$ cat config.mk
export PLATFORM = sky130hd
export DESIGN_NAME = clock_group_seq
export DESIGN_NICKNAME = d
export VERILOG_FILES = /design/src/rtl/clock_group_seq.sv
export SDC_FILE = /design/constraint.sdc
export NUM_CORES = 1
export LEC_CHECK = 0
export ABC_AREA = 1
export ABC_CLOCK_PERIOD_IN_PS = 4600
export CORE_MARGIN = 10
export CORE_UTILIZATION = 55
export CTS_BUF_LIST = sky130_fd_sc_hd__clkbuf_16
export DETAILED_ROUTE_END_ITERATION = 8
export GPL_TIMING_DRIVEN = 0
export PLACE_DENSITY = 0.85
export SYNTH_ARGS = -nofsm -noshare
export SYNTH_HDL_FRONTEND = slang
export SYNTH_SLANG_ARGS = --single-unit
$ cat constraint.sdc
create_clock -name clock -period 4.6 [get_ports clock]
set_input_delay 1.38 -clock clock [delete_from_list [all_inputs] [get_ports clock]]
set_output_delay 1.38 -clock clock [all_outputs]
set_load 0.05 [all_outputs]
$ cat src/rtl/clock_group_seq.sv
// Clock-group member sequencer: POR stretch, drain-before-gate with timeout, clock-first/reset-last wake.
// Latency: every output is registered and reflects the input sampled at the previous clock edge.
// Backpressure: none; run_req is a level and run_ack follows it. CLOCK_GROUP_SEQ_STATS_EN enables gate_count.
module clock_group_seq #(
    parameter int RESET_CYCLES  = 8,
    parameter int SETTLE_CYCLES = 4,
    parameter int DRAIN_TIMEOUT = 256
) (
    input  logic        clock,
    input  logic        reset,
    input  logic        run_req,
    input  logic        domain_idle,
    output logic        run_ack,
    output logic        out_clk_en,
    output logic        out_reset,
    output logic        timeout_err,
    output logic [2:0]  state_o,
    output logic [15:0] gate_count
);

    localparam int MAX_A   = (RESET_CYCLES > SETTLE_CYCLES) ? RESET_CYCLES : SETTLE_CYCLES;
    localparam int MAX_CYC = (MAX_A > DRAIN_TIMEOUT) ? MAX_A : DRAIN_TIMEOUT;
    localparam int CW      = $clog2(MAX_CYC + 1);

    localparam logic [CW-1:0] RST_LOAD    = CW'(RESET_CYCLES - 1);
    localparam logic [CW-1:0] SETTLE_LOAD = CW'(SETTLE_CYCLES - 1);
    localparam logic [CW-1:0] DRAIN_LOAD  = CW'(DRAIN_TIMEOUT - 1);
    localparam logic [CW-1:0] POR_LOAD    = CW'((RESET_CYCLES > 1) ? RESET_CYCLES - 2 : 0);

    typedef enum logic [2:0] {
        ST_POR        = 3'd0,
        ST_RUN        = 3'd1,
        ST_DRAIN      = 3'd2,
        ST_ASSERT_RST = 3'd3,
        ST_GATED      = 3'd4,
        ST_WAKE       = 3'd5
    } state_t;

    state_t        state;
    logic [CW-1:0] cnt;
    logic          por_armed;

    // {clk_en, reset, ack} for each state, registered alongside the state itself
    function automatic logic [2:0] outs(input state_t s);
        case (s)
            ST_RUN:   return 3'b101;
            ST_DRAIN: return 3'b100;
            ST_GATED: return 3'b010;
            default:  return 3'b110;
        endcase
    endfunction

    assign state_o = state;

    // The first POR cycle after reset is spent loading the counter, so the stretch still lasts RESET_CYCLES.
    always_ff @(posedge clock or negedge reset) begin
        if (!reset) begin
            state                              <= ST_POR;
            cnt                                <= '0;
            por_armed                          <= 1'b0;
            {out_clk_en, out_reset, run_ack}   <= 3'b110;
            timeout_err                        <= 1'b0;
`ifdef CLOCK_GROUP_SEQ_STATS_EN
            gate_count                         <= 16'h0000;
`endif
        end else begin
            case (state)
                ST_POR: begin
                    if (!por_armed && RESET_CYCLES > 1) begin
                        por_armed <= 1'b1;
                        cnt       <= POR_LOAD;
                    end else if (!por_armed || cnt == '0) begin
                        por_armed <= 1'b1;
                        cnt       <= '0;
                        if (run_req) begin
                            state                            <= ST_RUN;
                            {out_clk_en, out_reset, run_ack} <= outs(ST_RUN);
                        end else begin
                            state                            <= ST_GATED;
                            {out_clk_en, out_reset, run_ack} <= outs(ST_GATED);
`ifdef CLOCK_GROUP_SEQ_STATS_EN
                            if (gate_count != 16'hFFFF) gate_count <= gate_count + 16'd1;
`endif
                        end
                    end else begin
                        cnt <= cnt - 1'b1;
                    end
                end
                ST_RUN: begin
                    if (!run_req) begin
                        state                            <= ST_DRAIN;
                        cnt                              <= DRAIN_LOAD;
                        {out_clk_en, out_reset, run_ack} <= outs(ST_DRAIN);
                    end
                end
                ST_DRAIN: begin
                    if (run_req) begin
                        state                            <= ST_RUN;
                        cnt                              <= '0;
                        {out_clk_en, out_reset, run_ack} <= outs(ST_RUN);
                    end else if (domain_idle || cnt == '0) begin
                        state                            <= ST_ASSERT_RST;
                        cnt                              <= SETTLE_LOAD;
                        {out_clk_en, out_reset, run_ack} <= outs(ST_ASSERT_RST);
                        if (!domain_idle) timeout_err <= 1'b1;
                    end else begin
                        cnt <= cnt - 1'b1;
                    end
                end
                ST_ASSERT_RST: begin
                    if (cnt == '0) begin
                        state                            <= ST_GATED;
                        {out_clk_en, out_reset, run_ack} <= outs(ST_GATED);
`ifdef CLOCK_GROUP_SEQ_STATS_EN
                        if (gate_count != 16'hFFFF) gate_count <= gate_count + 16'd1;
`endif
                    end else begin
                        cnt <= cnt - 1'b1;
                    end
                end
                ST_GATED: begin
                    if (run_req) begin
                        state                            <= ST_WAKE;
                        cnt                              <= RST_LOAD;
                        {out_clk_en, out_reset, run_ack} <= outs(ST_WAKE);
                    end
                end
                ST_WAKE: begin
                    if (cnt == '0) begin
                        state                            <= ST_RUN;
                        {out_clk_en, out_reset, run_ack} <= outs(ST_RUN);
                    end else begin
                        cnt <= cnt - 1'b1;
                    end
                end
                default: begin
                    state                            <= ST_POR;
                    cnt                              <= '0;
                    por_armed                        <= 1'b0;
                    {out_clk_en, out_reset, run_ack} <= 3'b110;
                end
            endcase
        end
    end

`ifndef CLOCK_GROUP_SEQ_STATS_EN
    assign gate_count = 16'h0000;
`endif

    ap_gate_in_reset: assert property (@(posedge clock) disable iff (!reset)
        $fell(out_clk_en) |-> $past(out_reset));
    ap_clock_before_release: assert property (@(posedge clock) disable iff (!reset)
        $rose(out_clk_en) |-> !$fell(out_reset));
    ap_ack_consistent: assert property (@(posedge clock) disable iff (!reset)
        run_ack |-> (out_clk_en && !out_reset));

endmodule

==> out/summary.txt <==
layout cells sized above 1: 26.67%
Crit Path Category: reg -> out
H-tree depth: 1
Post-CTS Setup Bufs: 0
CP max-delay cell: clkdlybuf4s50_1
Layout area overhead: 20.19%
cts hold-fix bufs: 0
fillcell total: 179
register area: 427.9 um^2
DR iter-0 viols: 53
largest cells by area after synthesis: dfrtp_1 28%, nand2_1 17%, buf_4 9.0%
Period minus WS final: 2989 ps
DP HPWL: 2281 um
Via density: 4.979
pwr/cell area: 825.8 nW/um^2
Setup Viol. Count Final: 0
Mapped Cells: 181
crit path buf inv count: 1
critical path capture point type: primary output
unrepaired setup endpoints after global routing: false
CTS Buf Count: 3
leak pwr: 0.8531 nW
Final Hold Vio Count: 0
Initial Util: 59.38%
Ports: 27
slew at the pin with the worst max-slew slack: 745.4 ps
PortBufs: 10
global-route usage over all layers: 12.41%
Startpoint Class: flop
clk sink count: 17
Die H: 69.34 um
top-count cell post-synth: nand2_1
Worst R2R Path Depth: 9
multi-input logic area: 755.7 um^2
Stages on worst setup path: 1
Post-synth EDFFs: 0
antenna violation net count after detailed routing: 0
Max Cap Violations: 0
post-synth top area cell: dfrtp_1
die area: 4807 um^2
crit share post-route: 64.98%
clk buf depth: 2
Yosys warning total: 0
total negative slack: 0 ps
grt total ovfl: 0
vias in the first global route: 1123
WHS Path Cells: 2
initial antenna violation count: 0
fraction of registers with async set/reset: 100.0%
status: finished clean
Final nets: 216
gp weighted congestion: 0.8810
#FFs+latches synth: 17
class of the worst hold path: reg -> reg
CP Data Arrival Time: 1610 ps
clk slew on worst S/H paths: 50 ps
Netlist cell types: 29
Synth top area share: 28.04%
ant diodes: 0
Slew headroom: 50.15%
crit-path max FO: 6
ys flop type: dfrtp_1
most frequent cells after synthesis: 60 x nand2_1, 16 x buf_4, 15 x dfrtp_1
Resized cells post-CTS: 0
crit-path cells: clkdlybuf4s50_1
Core Box Area: 2255 um^2
register area share after synthesis: 31.96%
crit-path max cell delay: 860 ps
first-pass GRT wire length: 5106 um
Detailed Route WL: 2965 um
total number of vias: 1185
VDD IR max: 0.0005834 V
die width: 69.34 um
TritonCTS clock tree: done
Clock Latency Late Sink: 250 ps
Worst Hold Slack: 468.9 ps
family with the most delay on the worst path: buffers and inverters
area of the mapped netlist: 1339 um^2
Max Fclk: 334.6 MHz
Residual DRC: 0
Setup Skew: 2.097 ps
Pre-antenna DRT Iters: 4
CTS Root Cell: clkbuf_16
synthesized area per cell: 7.397 um^2
CP required: 3220 ps
WL/cell: 12.46 um
total power: 1.329 mW
largest net degree at the start of global routing: 18
Slew Viols, Final: 0
Rows: 17
state kept, by name (all words and copies together) (netlist names):
signal and count:
cnt 9, timeout_err 1, state_o 3, por_armed 1, run_ack 1, out_reset 1, out_clk_en 1
metrics by stage:
step / area [um^2] / utilization, % / setup WS (ps) / instances
finish: 1609 / 71.37 / 1611 / 238
global route: 1609 / 71.37 / 1567 / 238
floorplan: 1395 / - / 2421 / 196
detailed placement: 1530 / 67.87 / 1659 / 234
CTS: 1609 / 71.37 / 1615 / 238
global placement: 1530 / 67.87 / 1700 / 234
cells in the final DEF, fill, tap and decap left out, types with 3 or more instances in the layout:
| cell | instances |
|---|---|
| xor2_1 | 4 |
| inv_1 | 14 |
| inv_2 | 5 |
| nand3_1 | 11 |
| nor2_4 | 4 |
| nand2_4 | 6 |
| buf_4 | 16 |
| nor2_1 | 6 |
| o21ai_1 | 3 |
| nand2_2 | 10 |
| nand4_1 | 3 |
| a21oi_1 | 3 |
| conb_1 | 16 |
| clkbuf_16 | 3 |
| nand2_1 | 60 |
| nor2_2 | 3 |
| clkdlybuf4s50_1 | 10 |
| dfrtp_1 | 15 |
logic make-up (layout without fill, tap and decap cells):
logic type | after synthesis | count (layout) | share of synthesized area [%]
xor gates and xnor gates | 5 | 5 | 3.271
adders and majority gates | 1 | 1 | 0.9344
AOI/OAI and AO/OA | 12 | 12 | 5.327
and+or+nand+nor | 108 | 108 | 42.43
other | 1 | 16 | 0.2801
DFF | 17 | 17 | 31.96
buffers and inverters | 37 | 51 | 15.79
worst reg2reg max path: cells and delay by family (launching register included):
family	cells	cell delay (ps)
adder cells (fa/ha/maj)	1	220
flip-flops	1	390
buffers and inverters	2	250
AND/OR/NAND/NOR	6	720
cell type report:
class	count	share of cell area (%)
buffer	17	8.165
clock buffer	3	4.666
clock inverter	1	0.2333
inverter	20	4.977
multi-input combinational	142	46.97
sequential	17	26.59
tap	28	2.177
timing repair buffer	10	6.221
path summary, 6_finish.rpt:
kind                            slack [ps]                      to              startpoint
worst max register to register        2900      cnt[3]$_DFFE_PN0P_      cnt[0]$_DFFE_PN0P_
worst max-delay path                  1610              state_o[0]  state_o[0]$_DFFE_PN0P_
worst min register to register         470  out_clk_en$_DFFE_PN1P_  out_clk_en$_DFFE_PN1P_
max in group asynchronous             2560      cnt[5]$_DFFE_PN0P_                   reset
min in group asynchronous             1570     run_ack$_DFFE_PN0P_                   reset
worst min-delay path                   470  out_clk_en$_DFFE_PN1P_  out_clk_en$_DFFE_PN1P_
metal layers:
metal	share of wire, %	GRT usage (%)	up-vias
met5	0	0	-
met4	2.7	5.765	0
met3	7.8	3.709	11
met2	45	19.25	56
met1	44	15.26	524
li1	-	-	594
power by group:
part / internal [mW] / leakage (nW) / switching [mW]
logic: 0.286 / 0.605 / 0.575
clock network: 0.115 / 0.0423 / 0.0590
registers: 0.228 / 0.206 / 0.0654
total: 0.629 / 0.853 / 0.699
Note: power is estimated with default switching activity, not from simulation.
